`config.mk`:
```
export PLATFORM = sky130hd
export DESIGN_NAME = board_tile_arbiter
export DESIGN_NICKNAME = d
export VERILOG_FILES = /design/src/rtl/board_tile_arbiter.sv
export SDC_FILE = /design/constraint.sdc
export NUM_CORES = 1
export LEC_CHECK = 0
export BUFFER_PORTS_ARGS = -buffer_cell sky130_fd_sc_hd__clkbuf_2
export CAP_MARGIN = 20
export CORE_ASPECT_RATIO = 1.75
export CORE_UTILIZATION = 56
export CTS_CLUSTER_SIZE = 14
export DETAILED_ROUTE_END_ITERATION = 8
export GPL_TIMING_DRIVEN = 0
export PLACE_DENSITY = 0.9
export SLEW_MARGIN = 20
export SYNTH_ARGS = -nofsm -noshare
export SYNTH_HDL_FRONTEND = slang
export SYNTH_SLANG_ARGS = --single-unit
```
`constraint.sdc`:
```
create_clock -name clock -period 7 [get_ports clock]
set_input_delay 0.35 -clock clock [delete_from_list [all_inputs] [get_ports clock]]
set_output_delay 0.35 -clock clock [all_outputs]
set_load 0.03 [all_outputs]
```
`src/rtl/board_tile_arbiter.sv`:
```
// Board tile arbiter: shares one board memory port between NUM_CH sprite read channels and a pellet write port.
// Latency: grant to response is RD_LAT+1 cycles on board, 1 cycle off board; a write acks 1 cycle after it is chosen.
// Backpressure: a requester holds req_valid until req_ready pulses; one transaction is in flight at a time.
// Ports: req_valid/req_x/req_y/req_ready form the read request side; rsp_valid/rsp_data carry the read result.
//        wr_req/wr_x/wr_y/wr_data/wr_ack form the write side; mem_* drive the board RAM; busy is high outside IDLE.
module board_tile_arbiter #(
   parameter int NUM_CH  = 5,
   parameter int COORD_W = 5,
   parameter int COLS    = 28,
   parameter int ROWS    = 31,
   parameter int ADDR_W  = 10,
   parameter int DATA_W  = 4,
   parameter int RD_LAT  = 2,
   parameter logic [DATA_W-1:0] OOB_DATA = DATA_W'(1)
) (
   input  logic                       clock,
   input  logic                       reset,
   input  logic [NUM_CH-1:0]          req_valid,
   input  logic [NUM_CH*COORD_W-1:0]  req_x,
   input  logic [NUM_CH*COORD_W-1:0]  req_y,
   output logic [NUM_CH-1:0]          req_ready,
   output logic [NUM_CH-1:0]          rsp_valid,
   output logic [DATA_W-1:0]          rsp_data,
   input  logic                       wr_req,
   input  logic [COORD_W-1:0]         wr_x,
   input  logic [COORD_W-1:0]         wr_y,
   input  logic [DATA_W-1:0]          wr_data,
   output logic                       wr_ack,
   output logic [ADDR_W-1:0]          mem_addr,
   output logic                       mem_we,
   output logic [DATA_W-1:0]          mem_wdata,
   input  logic [DATA_W-1:0]          mem_rdata,
   output logic                       busy
);

   localparam int CH_W  = (NUM_CH > 1) ? $clog2(NUM_CH) : 1;
   localparam int CNT_W = 3;

   typedef enum logic [1:0] {IDLE, READ, RESP, WRITE} state_t;

   state_t              state_q, state_d;
   logic [CH_W-1:0]     ch_q, ch_d;
   logic [CH_W-1:0]     last_grant_q, last_grant_d;
   logic [CNT_W-1:0]    cnt_q, cnt_d;
   logic [ADDR_W-1:0]   addr_q, addr_d;
   logic [DATA_W-1:0]   wdata_q, wdata_d;
   logic [DATA_W-1:0]   rdata_q, rdata_d;
   logic                wr_on_board_q, wr_on_board_d;
   logic                read_owed_q;

   logic                gnt_found;
   logic [CH_W-1:0]     gnt_idx;
   logic [COORD_W-1:0]  sel_x, sel_y;
   logic [NUM_CH-1:0]   req_ready_c, rsp_valid_c;
   logic                wr_ack_c, mem_we_c;

   function automatic logic [ADDR_W-1:0] tile_addr(input logic [COORD_W-1:0] x,
                                                   input logic [COORD_W-1:0] y);
      return ADDR_W'(int'(y) * COLS + int'(x));
   endfunction

   function automatic logic on_board(input logic [COORD_W-1:0] x,
                                     input logic [COORD_W-1:0] y);
      return (int'(x) < COLS) && (int'(y) < ROWS);
   endfunction

   // Round-robin: first requester strictly after the last grant, wrapping.
   always_comb begin : rr_search
      int idx;
      idx       = 0;
      gnt_found = 1'b0;
      gnt_idx   = '0;
      for (int k = 1; k <= NUM_CH; k++) begin
         idx = int'(last_grant_q) + k;
         if (idx >= NUM_CH) idx = idx - NUM_CH;
         if (!gnt_found && req_valid[idx]) begin
            gnt_found = 1'b1;
            gnt_idx   = CH_W'(idx);
         end
      end
   end

   assign sel_x = req_x[int'(gnt_idx)*COORD_W +: COORD_W];
   assign sel_y = req_y[int'(gnt_idx)*COORD_W +: COORD_W];

   always_comb begin
      state_d       = state_q;
      ch_d          = ch_q;
      last_grant_d  = last_grant_q;
      cnt_d         = cnt_q;
      addr_d        = addr_q;
      wdata_d       = wdata_q;
      rdata_d       = rdata_q;
      wr_on_board_d = wr_on_board_q;
      req_ready_c   = '0;
      rsp_valid_c   = '0;
      wr_ack_c      = 1'b0;
      mem_we_c      = 1'b0;
      case (state_q)
         IDLE: begin
            // Writes win, except in the IDLE cycle right after a write when a read is waiting.
            if (wr_req && (!(|req_valid) || !read_owed_q)) begin
               state_d       = WRITE;
               wdata_d       = wr_data;
               wr_on_board_d = on_board(wr_x, wr_y);
               if (on_board(wr_x, wr_y)) addr_d = tile_addr(wr_x, wr_y);
            end else if (gnt_found) begin
               req_ready_c[gnt_idx] = 1'b1;
               ch_d                 = gnt_idx;
               last_grant_d         = gnt_idx;
               cnt_d                = '0;
               if (on_board(sel_x, sel_y)) begin
                  addr_d  = tile_addr(sel_x, sel_y);
                  state_d = READ;
               end else begin
                  // Off-board reads see a wall without touching memory.
                  rdata_d = OOB_DATA;
                  state_d = RESP;
               end
            end
         end
         READ: begin
            if (cnt_q == CNT_W'(RD_LAT - 1)) begin
               rdata_d = mem_rdata;
               state_d = RESP;
            end else begin
               cnt_d = cnt_q + 1'b1;
            end
         end
         RESP: begin
            rsp_valid_c[ch_q] = 1'b1;
            state_d           = IDLE;
         end
         WRITE: begin
            mem_we_c = wr_on_board_q;
            wr_ack_c = 1'b1;
            state_d  = IDLE;
         end
         default: state_d = IDLE;
      endcase
   end

   always_ff @(posedge clock) begin
      if (!reset) begin
         state_q       <= IDLE;
         ch_q          <= '0;
         last_grant_q  <= CH_W'(NUM_CH - 1);
         cnt_q         <= '0;
         addr_q        <= '0;
         wdata_q       <= '0;
         rdata_q       <= '0;
         wr_on_board_q <= 1'b0;
         read_owed_q   <= 1'b0;
      end else begin
         state_q       <= state_d;
         ch_q          <= ch_d;
         last_grant_q  <= last_grant_d;
         cnt_q         <= cnt_d;
         addr_q        <= addr_d;
         wdata_q       <= wdata_d;
         rdata_q       <= rdata_d;
         wr_on_board_q <= wr_on_board_d;
         // WRITE always returns to IDLE, so this marks exactly the IDLE cycle after a write.
         read_owed_q   <= (state_q == WRITE);
      end
   end

   // Outputs are forced low for as long as reset is held, even in IDLE with requests pending.
   assign req_ready = reset ? req_ready_c : '0;
   assign rsp_valid = reset ? rsp_valid_c : '0;
   assign rsp_data  = reset ? rdata_q     : '0;
   assign wr_ack    = reset && wr_ack_c;
   assign mem_we    = reset && mem_we_c;
   assign mem_addr  = reset ? addr_q      : '0;
   assign mem_wdata = reset ? wdata_q     : '0;
   assign busy      = reset && (state_q != IDLE);

endmodule

```
==> impl.org <==
** Yosys
- Number of flops mapped to enable cells by yosys :: 0
- Share of flip-flops with an asynchronous set or reset after synthesis :: 0%
- Synthesis handed over a netlist of 546 instances.
- Most common flop cell mapped by yosys :: sky130_fd_sc_hd__dfxtp_1
- The number of different library cells used by synthesis comes to 85.
- The commonest cells after synthesis are 65 x sky130_fd_sc_hd__nand2_1, 38 x sky130_fd_sc_hd__ha_1, 29 x sky130_fd_sc_hd__dfxtp_1, 29 x sky130_fd_sc_hd__inv_1, 27 x sky130_fd_sc_hd__mux2i_1.
- The biggest area contributor in the post-synthesis netlist is sky130_fd_sc_hd__dfxtp_1.
- The synthesized design devotes to its leading area cell type 13.25% of total area.
- When the netlist entered floorplanning its net count stood at 670.
- Synthesis inferred 29 register bits.
- In this run the cell area of the synthesized design comes to 4380 µm².
- The most common cell in the synthesized netlist is sky130_fd_sc_hd__nand2_1.
- Summing the sequential cell areas from Yosys gives 13.25% of the chip area.
- After synthesis, the mean cell area works out to between 8 and 9 µm².
- Biggest area contributors in the synthesized netlist :: sky130_fd_sc_hd__dfxtp_1 13%, sky130_fd_sc_hd__ha_1 11%, sky130_fd_sc_hd__mux2i_1 6.2%, sky130_fd_sc_hd__nand2_1 5.6%, sky130_fd_sc_hd__fa_1 4.6%
- During synthesis, Yosys emitted a total of 0 warnings.

** Setup path
- Maximum fanout count along the critical path :: 13
- Critical Path End Type :: register
- The critical path in this run is classified as reg -> reg.
- STA classifies the critical path startpoint as a register.
- Data on the critical path is required at its endpoint by 7.17 ns.
- For the worst setup path, the data arrival time is 6.89 ns.

** Clock tree
- TritonCTS built the clock tree.
- Clock tree synthesis inserted a total of 5 buffers.
- The H-tree generated during clock tree synthesis spans 2 levels.
- Clock latency on the worst-skew pair, taken at its later pin, is 0.28 ns.
- The clock passes through at most 2 buffers.
- Clock root buffer master :: sky130_fd_sc_hd__clkbuf_16
- Clock transition at path regs :: roughly 0.05 ns
- The tree built by TritonCTS fans out to 29 sinks.

** STA
- Setup violations remaining at the end of the flow were counted as 0.
- Max Freq :: 148.8 MHz
- PnR worst setup slack :: 0.2797 ns
- Dividing the final minimum period by the clock period gives 96.00%.
- Worst Tran Pin Value :: 0.6533 ns
- The number of hold violations in the final report came to 0.
- Final max-slew violation count :: 0
- The worst path in the final design needs a cycle of 6.720 ns, including I/O delays and setup.
- On the final layout, the worst clock skew is 0.003651 ns.
- Headroom to the max-slew limit came out at between 50% and 60%.

** Layout
- Signed area change from the synthesized netlist to the final layout :: 23.54%
- Share of post-route cells with drive strength above 1 :: 28.92%
- At the end of the flow, the number of nets in the layout was 787.
- Ant. Diodes :: 0

** Die
- Die height :: 119 µm
- The floorplan step set the die width to approximately 69 µm.
- # IOs :: about 110
- Core Region :: 7567 µm²
- The floorplan has 42 rows.
- The die covers 8194 µm².
- Initial cell density of the core :: 57.89%

** Place
- In this run the tool buffered the top-level ports with 106 buffer cells.
- The congestion estimate from routability-driven global placement came to 1.054.
- OpenSTA, run right after detailed placement, puts the worst setup slack at -0.01008 ns.
- Post-DP HPWL :: between 10 and 15 mm

** Min path
- The tightest min-delay check is of the in -> reg type.

** Route
- The detailed router finished its first iteration with 435 violations.
- Number of remaining DRC errors :: 0
- After detailed routing, the number of vias per cell comes to around 6.5.
- Antenna violation net count after detailed routing :: 0
- Count of TritonRoute iterations in the first routing pass :: 5
- Total via count after detailed routing :: a little under 5000
- Post-Route WL :: 14.70 mm
- WL per Instance :: 19.55 µm

** Global route
- Summed over all layers, the global routing overflow is 0.
- The first global-routing pass estimated 23.24 mm of wire.
- Entering global routing, the biggest net connects 14 pins.
- For this run, the total global-route usage over all layers was measured as 37.36%.
- The number of antenna violations at the first check in global routing came to 0.
- The number of global-route vias before repair was slightly below 5000.

** Run status
- Result of the run :: finished clean

** Run
- The tool flagged a number of max-cap violations equal to 0.
-- final timing paths --
path | to | slack, ns | depth (start not counted) | startpoint
worst max register to register | addr_q[9] | 0.28 | 27 | ch_q[0]
worst min-delay path | wdata_q[2] | 0.30 | 3 | wr_data[2]
worst min register to register | wdata_q[3] | 0.46 | 2 | wdata_q[3]
worst max-delay path | addr_q[9] | 0.28 | 27 | ch_q[0]
-- final cells by class --
cell class	count	area, µm²
Clock inverter	1	30.03
Timing Repair Buffer	111	568.0
Multi-Input combinational cell	461	3716
Inverter	30	112.6
Clock buffer	7	142.6
Sequential cell	29	580.6
Fill cell	583	2156
Buffer	25	151.4
Tap cell	88	110.1
-- cells by family (layout without fill, tap and decap cells) --
family / Yosys count / count (layout) / synth area share, %
adder cells (fa/ha/maj): 48 / 48 / 15.42
flip-flops: 29 / 29 / 13.25
AND/OR/NAND/NOR: 209 / 209 / 26.39
buffers and inverters: 56 / 174 / 5.969
AO/OA/AOI/OAI: 150 / 150 / 26.56
multiplexers: 33 / 33 / 8.026
XOR/XNOR: 21 / 21 / 4.370
-- placed cells by master (no fill, tap or decap), drive strengths merged, types with 20 or more instances in the layout --
cell	n
dfxtp	29
o21ai	20
inv	30
ha	38
a21oi	26
nor2	25
nor3	22
nand2	65
buf	22
mux2i	28
clkbuf	121
-- flip-flops by register name (all words and copies together) (netlist names) --
name	cells
addr_q	10
ch_q	3
cnt_q	3
last_grant_q	1
rdata_q	4
read_owed_q	1
state_q	2
wdata_q	4
wr_on_board_q	1
-- worst max-delay path: stages (launching register included) --
cell and delay [ns]:
sky130_fd_sc_hd__dfxtp_1 0.59, sky130_fd_sc_hd__buf_6 0.23, sky130_fd_sc_hd__inv_2 0.15, sky130_fd_sc_hd__ha_1 0.36, sky130_fd_sc_hd__buf_2 0.25, sky130_fd_sc_hd__mux2_2 0.36, sky130_fd_sc_hd__mux2_2 0.28, sky130_fd_sc_hd__nand2_1 0.11
sky130_fd_sc_hd__o311a_1 0.27, sky130_fd_sc_hd__nand2_1 0.12, sky130_fd_sc_hd__a41o_1 0.29, sky130_fd_sc_hd__buf_2 0.20, sky130_fd_sc_hd__o31a_1 0.29, sky130_fd_sc_hd__o211ai_1 0.25, sky130_fd_sc_hd__nand3_1 0.22, sky130_fd_sc_hd__xor2_2 0.23
sky130_fd_sc_hd__ha_1 0.21, sky130_fd_sc_hd__or2_2 0.32, sky130_fd_sc_hd__fa_1 0.46, sky130_fd_sc_hd__a21oi_1 0.18, sky130_fd_sc_hd__nor2_1 0.06, sky130_fd_sc_hd__nor2_1 0.12, sky130_fd_sc_hd__xnor2_1 0.17, sky130_fd_sc_hd__nand2_1 0.10
sky130_fd_sc_hd__xnor2_1 0.27, sky130_fd_sc_hd__nand2_1 0.11, sky130_fd_sc_hd__o311a_1 0.15, sky130_fd_sc_hd__mux2_4 0.26
-- timing repair --
action,in CTS,in global routing
hold endpoints to repair,0,0
pin swaps,0,2
gates resized for setup,1,30
setup endpoints to repair,1,3
setup buffers,0,5
hold buffers,0,0
-- stage by stage --
| stage | cells | utilization [%] | TNS, ns | hold slack, ns | cell area, µm² |
|---|---|---|---|---|---|
| global route | 752 | 71.51 | -0.0005507 | 0.3318 | 5411 |
| floorplan | 546 | - | 0 | 0.4388 | 4380 |
| global placement | 740 | 66.35 | 0 | 0.4456 | 5021 |
| detailed placement | 740 | 66.35 | -0.01008 | 0.4564 | 5021 |
| finish | 752 | 71.51 | 0 | 0.3027 | 5411 |
| CTS | 748 | 68.65 | 0 | 0.3064 | 5195 |
-- per-layer routing --
metal	GRT usage [%]	up-vias	routed length, µm
met5	0	-	0
met4	22.58	0	908
met3	8.908	79	973
met2	62.68	264	7643
met1	40.12	2316	5173
li1	-	2239	-
Power is not shown: default switching activity piles up to over one toggle a cycle in this logic, so the estimate is an artifact.
